`config.mk`:
```
export PLATFORM = sky130hd
export DESIGN_NAME = miriscv_instr_queue
export DESIGN_NICKNAME = d
export VERILOG_FILES = /design/src/rtl/miriscv_pkg.sv /design/src/rtl/miriscv_instr_queue.sv
export SDC_FILE = /design/constraint.sdc
export NUM_CORES = 1
export LEC_CHECK = 0
export BUFFER_PORTS_ARGS = -buffer_cell sky130_fd_sc_hd__buf_2
export CORE_MARGIN = 2
export CORE_UTILIZATION = 30
export CTS_CLUSTER_SIZE = 16
export DETAILED_ROUTE_END_ITERATION = 8
export PLACE_DENSITY = 0.45
export SLEW_MARGIN = 10
export SYNTH_ARGS = -nofsm -noshare
export SYNTH_HDL_FRONTEND = slang
export SYNTH_SLANG_ARGS = --single-unit
```
`constraint.sdc`:
```
create_clock -name clk_i -period 2.56 [get_ports clk_i]
set_clock_uncertainty 0.15 [all_clocks]
set_input_delay 0.512 -clock clk_i [delete_from_list [all_inputs] [get_ports clk_i]]
set_output_delay 0.512 -clock clk_i [all_outputs]
set_load 0.01 [all_outputs]
```
`src/rtl/miriscv_pkg.sv`:
```
// miriscv_pkg: core-wide constants and shared types.
//   XLEN          - architectural register / pc width
//   fetch_entry_t - one fetch response as held in the instruction queue
package miriscv_pkg;

  localparam int XLEN = 32;

  typedef struct packed {
    logic [XLEN-1:0] pc;
    logic [XLEN-1:0] pc_next;
    logic [31:0]     instr;
  } fetch_entry_t;

endpackage

```
`src/rtl/miriscv_instr_queue.sv`:
```
// miriscv_instr_queue: decoupling FIFO between fetch and decode.
//
// Each valid fetch response is captured as one {pc, pc_next, instr} entry and
// presented to decode in order through a valid/ready handshake. The head is
// read straight out of storage (first-word fall-through, no bypass), so a push
// into an empty queue becomes visible to decode one cycle later.
//
// Ports:
//   clk_i                  rising-edge clock
//   arstn_i                asynchronous active-low reset
//   fetch_rvalid_i         fetch response valid (push request)
//   fetched_pc_addr_i      pc of the fetched instruction
//   fetched_pc_next_addr_i pc + 4 of the fetched instruction
//   instr_i                fetched instruction word
//   cu_kill_f_i            flush everything (branch/jump redirect)
//   decode_ready_i         decode accepts the head entry
//   decode_valid_o         head entry valid
//   decode_pc_o            head pc
//   decode_pc_next_o       head pc + 4
//   decode_instr_o         head instruction
//   full_o                 count == DEPTH
//   almost_full_o          count >= DEPTH-1
//   count_o                number of occupied entries
//   overflow_o             sticky: push attempted while full without a pop
module miriscv_instr_queue
  import miriscv_pkg::*;
#(
  parameter int DEPTH = 4
) (
  input  logic                     clk_i,
  input  logic                     arstn_i,
  input  logic                     fetch_rvalid_i,
  input  logic [XLEN-1:0]          fetched_pc_addr_i,
  input  logic [XLEN-1:0]          fetched_pc_next_addr_i,
  input  logic [31:0]              instr_i,
  input  logic                     cu_kill_f_i,
  input  logic                     decode_ready_i,
  output logic                     decode_valid_o,
  output logic [XLEN-1:0]          decode_pc_o,
  output logic [XLEN-1:0]          decode_pc_next_o,
  output logic [31:0]              decode_instr_o,
  output logic                     full_o,
  output logic                     almost_full_o,
  output logic [$clog2(DEPTH):0]   count_o,
  output logic                     overflow_o
);

  localparam int PTR_W = $clog2(DEPTH);
  localparam int CNT_W = PTR_W + 1;

  fetch_entry_t             mem [DEPTH];
  fetch_entry_t             wr_entry;
  logic [PTR_W-1:0]         wr_ptr;
  logic [PTR_W-1:0]         rd_ptr;
  logic [CNT_W-1:0]         count;
  logic                     overflow;
  logic                     full;
  logic                     push;
  logic                     pop;

  // Flags are decoded from the registered count only.
  assign full          = (count == CNT_W'(DEPTH));
  assign full_o        = full;
  assign almost_full_o = (count >= CNT_W'(DEPTH - 1));
  assign count_o       = count;
  assign overflow_o    = overflow;

  // A kill hides the head in the same cycle so decode never consumes a
  // squashed instruction.
  assign decode_valid_o = (count != '0) & ~cu_kill_f_i;

  assign pop  = decode_valid_o & decode_ready_i;
  // When full, a same-cycle pop frees the slot that this push refills.
  assign push = fetch_rvalid_i & ~cu_kill_f_i & (~full | pop);

  assign wr_entry.pc      = fetched_pc_addr_i;
  assign wr_entry.pc_next = fetched_pc_next_addr_i;
  assign wr_entry.instr   = instr_i;

  assign decode_pc_o      = mem[rd_ptr].pc;
  assign decode_pc_next_o = mem[rd_ptr].pc_next;
  assign decode_instr_o   = mem[rd_ptr].instr;

  // Storage: written only on an accepted push.
  always_ff @(posedge clk_i or negedge arstn_i) begin
    if (!arstn_i) begin
      for (int i = 0; i < DEPTH; i++) begin
        mem[i] <= '0;
      end
    end else if (push) begin
      mem[wr_ptr] <= wr_entry;
    end
  end

  // Pointers, occupancy and the sticky overflow flag. Kill wins over
  // everything else and returns the queue to its post-reset state.
  always_ff @(posedge clk_i or negedge arstn_i) begin
    if (!arstn_i) begin
      wr_ptr   <= '0;
      rd_ptr   <= '0;
      count    <= '0;
      overflow <= 1'b0;
    end else if (cu_kill_f_i) begin
      wr_ptr   <= '0;
      rd_ptr   <= '0;
      count    <= '0;
      overflow <= 1'b0;
    end else begin
      if (push) begin
        wr_ptr <= wr_ptr + PTR_W'(1);
      end
      if (pop) begin
        rd_ptr <= rd_ptr + PTR_W'(1);
      end
      case ({push, pop})
        2'b10:   count <= count + CNT_W'(1);
        2'b01:   count <= count - CNT_W'(1);
        default: count <= count;
      endcase
      // A response arriving with nowhere to go is lost; flag it until the
      // next redirect or reset.
      if (fetch_rvalid_i && full && !pop) begin
        overflow <= 1'b1;
      end
    end
  end

endmodule

```
==> impl_metrics.env, run 1 <==
export IMPL_drtPass1Iterations=4
export IMPL_area_growth_synth_to_final_pct=23.4
export IMPL_cp_max_fo=15
export IMPL_cts_sinks=392
export IMPL_core_area_um2=59100
export IMPL_gr_total_overflow=0
export IMPL_cts_root_buf="clkbuf_16"
export IMPL_die_w_um=249
export IMPL_synth_compound_area_share_pct=0.703
export IMPL_met2_usage_pct=22.3
export IMPL_grt_max_degree=97
export IMPL_synth_nets=1109
export IMPL_layout_nets=1370
export IMPL_setup_viol=95
export IMPL_synthMuxAreaShare_pct=39.1
export IMPL_avgSynthCellArea_um2=17.9
export IMPL_clkLatencyLatePin_ps=560
export IMPL_fillers=5576
export IMPL_fmax_mhz=366
export IMPL_drt_wl_total_mm=42.6
export IMPL_worst_slack_ps=-171
export IMPL_post_dp_hpwl_mm=27.3
export IMPL_synth_seq_cells=392
export IMPL_postPlaceCellArea_um2=20300
export IMPL_port_buffers=203
export IMPL_leakagePower_nw=10.4
export IMPL_vias_per_cell=4.68
export IMPL_rsz0062_at_grt="yes"
export IMPL_diodes=0
export IMPL_yosys_area_share_adder_pct=0.390
export IMPL_final_cell_area_um2=22200
export IMPL_cts_tree="yes"
export IMPL_ys_seq_area_share_pct=54.5
export IMPL_io_pin_count=204
export IMPL_grt_first_pass_wirelength_mm=67.1
export IMPL_yosysWarnings=0
export IMPL_clockBufferDepth=3
export IMPL_critPathArrivalTime_ps=2070
export IMPL_drc_errors=0
export IMPL_netlist_area_leader_share_pct=54.5
export IMPL_synth_simple_area_share_pct=1.20
export IMPL_h_tree_depth=2
export IMPL_critPathKind="flop to output port"
export IMPL_synth_top_area_cell="dfrtp_1"
export IMPL_maxSlewViolCount=0
export IMPL_netlist_area_um2=18000
export IMPL_antenna_found_initial=7
export IMPL_num_vias=9709
export IMPL_fin_crit_sh_pct=107
export IMPL_startpoint_type="flop"
export IMPL_synth_cell_types=37
export IMPL_dieArea_um2=61900
export IMPL_cap_violations=0
export IMPL_violations="negative setup slack"
export IMPL_ant_nets=0
export IMPL_start_util_pct=30.4
export IMPL_ys_top_cells_by_area="dfrtp_1, mux2_2, mux2_4, mux4_2, buf_12"
export IMPL_synth_xor_area_share_pct=0.0974
export IMPL_hold_viol=0
export IMPL_hp_class="primary input to flop"
export IMPL_num_rows=89
export IMPL_syn_inst=1003
export IMPL_met3_usage_pct=4.13
export IMPL_drt_iter0_drc=384
export IMPL_ir_worst_vdd_mv=0.600
export IMPL_numCtsBuffers=47
export IMPL_cp_end_kind="output port"
export IMPL_regArea_um2=9820
export IMPL_routedWlPerCell_um=20.5
export IMPL_tightest_slew_ps=573
export IMPL_multi_input_area_um2=7470
export IMPL_grt_use_met1_pct=18.3
export IMPL_place_congestion=0.702
export IMPL_busiest_layer="met2"
export IMPL_fin_tns_setup_ps=-12770
export IMPL_p_per_area_nw_per_um2=968
export IMPL_clk_pin_slew_ps=60
export IMPL_synth_top_family_by_area="multiplexers"
export IMPL_fin_crit_ps=2730
export IMPL_grt_use_total_pct=13.9
export IMPL_drive_above_1_share_pct=63.7
export IMPL_fp_dieH_um=249
export IMPL_first_global_vias=10900
export IMPL_maxSlewHeadroom_pct=61.8
export IMPL_status="complete, but fails checks"
export IMPL_crit_required_ps=1900
[worst max-delay path, cell delays in order, from the launching register on]
cell	delay, ps
dfrtp_4	440
buf_12	160
buf_16	190
mux4_2	560
buf_6	150
[routing by layer]
metal,routed length (um),vias to the layer above
li1,-,4289
met1,18700,5160
met2,20300,175
met3,2590,71
met4,822,14
met5,90,-
[state kept, by name, indices dropped and copies added, names as in the netlist]
signal,cells
count_o,3
wr_ptr,2
rd_ptr,2
overflow_o,1
mem,384
[cell families (layout without fill, tap and decap cells)]
logic type      Yosys count  count (layout)
mux                     481             481
flops                   392             392
buf+inv                  75             372
simple gates             31              31
compound gates           17              17
fa+ha+maj                 5               5
xor+xnor                  2               2
[layout by cell type (no fill, tap or decap), types with 5 or more instances in the layout]
master	count
dfrtp_1	390
mux2_2	225
buf_2	189
mux2_4	144
mux4_2	96
clkbuf_16	50
buf_12	39
buf_4	32
mux2_1	16
buf_6	15
clkbuf_8	12
nor2_1	9
clkinv_2	9
clkbuf_1	8
nand2b_1	6
inv_1	5
bufinv_16	5
[cells in the mapped netlist]
cell type	count
nand2b_1	6
o221ai_1	1
nor2_1	9
nor3b_1	1
nand3_4	4
a21o_1	2
o41a_1	1
nand3_1	3
a31oi_1	2
mux2_2	225
mux4_2	96
nand3b_1	2
or4b_1	1
ha_1	4
clkbuf_1	14
xor2_1	2
a21oi_1	1
inv_1	5
a221oi_1	1
o211ai_1	2
o21ai_0	2
o311ai_0	1
fa_1	1
o22ai_1	1
nand2_1	1
buf_6	2
nor3_1	2
o31ai_1	2
mux2_4	144
nor2b_1	2
buf_1	5
buf_2	9
buf_12	20
dfrtp_1	392
a32o_1	1
buf_4	20
mux2_1	16
[power by group]
group          switching (mW)  total (mW)  internal [mW]
combinational            1.97        5.49           3.51
clock                    2.67        7.01           4.33
sequential              0.915        8.97           8.06
total                    5.56        21.5           15.9
[per-stage QoR]
step                      instances  total power [mW]  setup slack (ps)  hold WS [ps]  utilization (%)
after global routing           2073              22.7              -258          40.4             37.5
after detailed placement       1978              14.5               105           261             34.3
after CTS                      2071              21.8              -246          13.7             37.5
after floorplan                1003              12.6               214          66.4                -
after global placement         1978              14.4               104           261             34.3
final                          2073              21.5              -171          65.9             37.5
[cell type report]
| type | instances | share of cell area, % |
|---|---|---|
| clock buffer | 69 | 6.41 |
| clock inverter | 16 | 0.953 |
| inverter | 5 | 0.0846 |
| multi-input combinational | 536 | 33.7 |
| sequential | 392 | 44.2 |
| tap | 773 | 4.36 |
| timing repair buffer | 282 | 10.3 |
[worst paths after layout]
check,startpoint,endpoint,slack [ps],cells past startpoint
worst max-delay path,rd_ptr[0],decode_pc_o[31],-170,4
worst min-delay path,fetched_pc_next_addr_i[7],mem[327],70,2
worst max register to register,count_o[0],count_o[2],230,6
worst min register to register,mem[180],mem[180],330,1
max in group asynchronous,arstn_i,mem[153],1180,3
min in group asynchronous,arstn_i,mem[174],260,2
[what timing repair did]
item                       CTS  global route
pin swaps                    0             0
setup endpoints to repair   96            96
resized for setup           19             1
setup buffers                5             1
hold endpoints to repair    53             0
cloned                       1             1
hold buffers                 2             0
Note: power is estimated with default switching activity, not from simulation.
==> run 2, diff against run 1 <==
--- a/config.mk
+++ b/config.mk
@@ -6,11 +6,12 @@
 export NUM_CORES = 1
 export LEC_CHECK = 0
 export BUFFER_PORTS_ARGS = -buffer_cell sky130_fd_sc_hd__buf_2
+export CORE_ASPECT_RATIO = 2
 export CORE_MARGIN = 2
-export CORE_UTILIZATION = 30
+export CORE_UTILIZATION = 40
 export CTS_CLUSTER_SIZE = 16
 export DETAILED_ROUTE_END_ITERATION = 8
-export PLACE_DENSITY = 0.45
+export PLACE_DENSITY = 0.56
 export SLEW_MARGIN = 10
 export SYNTH_ARGS = -nofsm -noshare
 export SYNTH_HDL_FRONTEND = slang
==> run 2 against run 1 <==
Effect of this change: the run still ends with negative setup slack left; clock power decreased by 20%; largest cell class unchanged; wire length fell by 3.6%; via count hardly changed; sequential cell count stayed put; critical endpoint is now decode_pc_next_o[16]; non-clock buffer count increased by 2; cell count is 11% lower; die area decreased by 24%; setup slack improved by 19 ps; global-route usage grew 3.9 points.
==> impl_metrics.env, run 2 (synthesized netlist as in run 1, its figures left out) <==
export IMPL_status="complete, but fails checks"
export IMPL_violations="negative setup slack"
export IMPL_drive_above_1_share_pct=63.1
export IMPL_clockBufferDepth=3
export IMPL_drt_wl_total_mm=41.0
export IMPL_grt_use_total_pct=17.8
export IMPL_num_vias=9710
export IMPL_drc_errors=0
export IMPL_clkLatencyLatePin_ps=540
export IMPL_h_tree_depth=2
export IMPL_grt_first_pass_wirelength_mm=65.0
export IMPL_worstHoldStart="fetched_pc_next_addr_i[2]"
export IMPL_die_w_um=154
export IMPL_tightest_slew_ps=614
export IMPL_maxSlewHeadroom_pct=59.1
export IMPL_drtPass1Iterations=4
export IMPL_gr_total_overflow=0
export IMPL_startpoint_type="flop"
export IMPL_post_dp_hpwl_mm=26.3
export IMPL_final_cell_area_um2=21600
export IMPL_cts_sinks=392
export IMPL_antenna_found_initial=3
export IMPL_cp_end_kind="output port"
export IMPL_critPathArrivalTime_ps=2050
export IMPL_slowest_delay_ps=540
export IMPL_largest_reg_flops=384
export IMPL_numCtsBuffers=39
export IMPL_dieArea_um2=46800
export IMPL_final_common_cell="dfrtp_1"
export IMPL_maxSlewViolCount=0
export IMPL_fin_crit_sh_pct=106
export IMPL_cp_num_buf_inv=3
export IMPL_start_util_pct=40.6
export IMPL_layoutNonFillerInstCount=1841
export IMPL_p_per_area_nw_per_um2=943
export IMPL_place_congestion=0.735
export IMPL_cts_tree="yes"
export IMPL_core_area_um2=44300
export IMPL_fin_tns_setup_ps=-10350
export IMPL_crit_required_ps=1900
export IMPL_area_growth_synth_to_final_pct=20.2
export IMPL_fp_dieH_um=304
export IMPL_clk_pin_slew_ps=70
export IMPL_setup_viol=96
export IMPL_vias_per_cell=5.27
export IMPL_fillers=3809
export IMPL_critPathKind="flop to output port"
export IMPL_hp_class="primary input to flop"
export IMPL_io_pin_count=204
export IMPL_routedWlPerCell_um=22.3
export IMPL_final_cell_mix="dfrtp_1, mux2_2, buf_2, mux2_4, mux4_2"
export IMPL_ir_worst_vdd_mv=0.688
export IMPL_postPlaceCellArea_um2=19800
export IMPL_largest_register="mem"
export IMPL_r2r_start="count_o[1]"
export IMPL_worst_slack_ps=-153
export IMPL_layout_nets=1364
export IMPL_port_buffers=203
export IMPL_rsz0062_at_grt="yes"
export IMPL_ant_nets=0
export IMPL_drt_iter0_drc=340
export IMPL_num_rows=109
export IMPL_utilization_pct=48.8
export IMPL_leakagePower_nw=10.2
export IMPL_grt_max_degree=67
export IMPL_hold_viol=0
export IMPL_path_cells="buf_12, buf_6, mux4_2, buf_2"
export IMPL_cp_max_fo=11
export IMPL_cap_violations=0
export IMPL_cpMaxStageDelayCell="mux4_2"
export IMPL_crit_start="rd_ptr[0]"
export IMPL_critical_path_top_delay_family="multiplexers"
export IMPL_fmax_mhz=369
export IMPL_cts_root_buf="clkbuf_16"
export IMPL_fin_crit_ps=2710
export IMPL_first_global_vias=11000
export IMPL_placed_cells=1755
export IMPL_pre_cts_slack_ps=83.7
## run 2: cell types whose count changed in the layout (fill, tap and decap cells not counted), sizes merged
cell	previous run	this run
dlygate4sd3	2	1
clkinv	10	9
bufinv	5	2
diode	0	2
inv	5	6
clkbuf	70	59
bufbuf	1	0
## run 2: layout make-up
| cell class | count | area (um2) | area share, % |
|---|---|---|---|
| clock inverters | 13 | 140 | 0.648 |
| diodes | 2 | 5.00 | 0.0232 |
| multi-input cells | 536 | 7470 | 34.5 |
| flip-flops and latches | 392 | 9820 | 45.4 |
| repair buffers | 284 | 2380 | 11.0 |
| inverters | 5 | 18.8 | 0.0868 |
| well taps | 555 | 694 | 3.21 |
| clock buffers | 54 | 1090 | 5.07 |
## run 2: worst paths after layout
check,slack [ps],end,depth (start not counted)
max in group asynchronous,1000,count_o[0],3
min in group asynchronous,410,mem[225],2
hold reg to reg,340,mem[189],1
setup / recovery,-150,decode_pc_next_o[16],4
hold / removal,80,mem[322],2
setup reg to reg,190,mem[330],5
## run 2: power by group
group | leakage (nW) | internal, mW | switching [mW]
Sequential | 4.90 | 8.05 | 0.926
Clock | 0.604 | 3.21 | 2.42
Combinational | 4.66 | 3.73 | 2.04
## run 2: worst reg2reg max path, cell delays in order, from the launching register on
cell and delay (ps):
dfrtp_1 460, or4b_1 540, buf_4 190, nand3_4 210, buf_12 300, mux2_2 390
## run 2: what timing repair did
item	4_1_cts	5_1_grt
setup endpoints to repair	96	96
hold endpoints to repair	57	0
gates resized for setup	27	34
buffers inserted	6	3
hold buffers	1	0
gates cloned	2	5
## run 2: routing by layer
| layer | vias to the layer above | wire [um] | GRT usage (%) |
|---|---|---|---|
| li1 | 4258 | - | - |
| met1 | 5187 | 15900 | 20.9 |
| met2 | 204 | 22300 | 32.4 |
| met3 | 61 | 1630 | 3.35 |
| met4 | 0 | 1230 | 6.06 |
| met5 | - | 0 | 0 |
## run 2: per-stage QoR
stage	hold slack (ps)	power (mW)
final	78.4	20.4
after global placement	318	14.2
after CTS	54.1	20.5
after detailed placement	327	14.4
after global routing	58.1	21.5
after floorplan	66.4	12.6
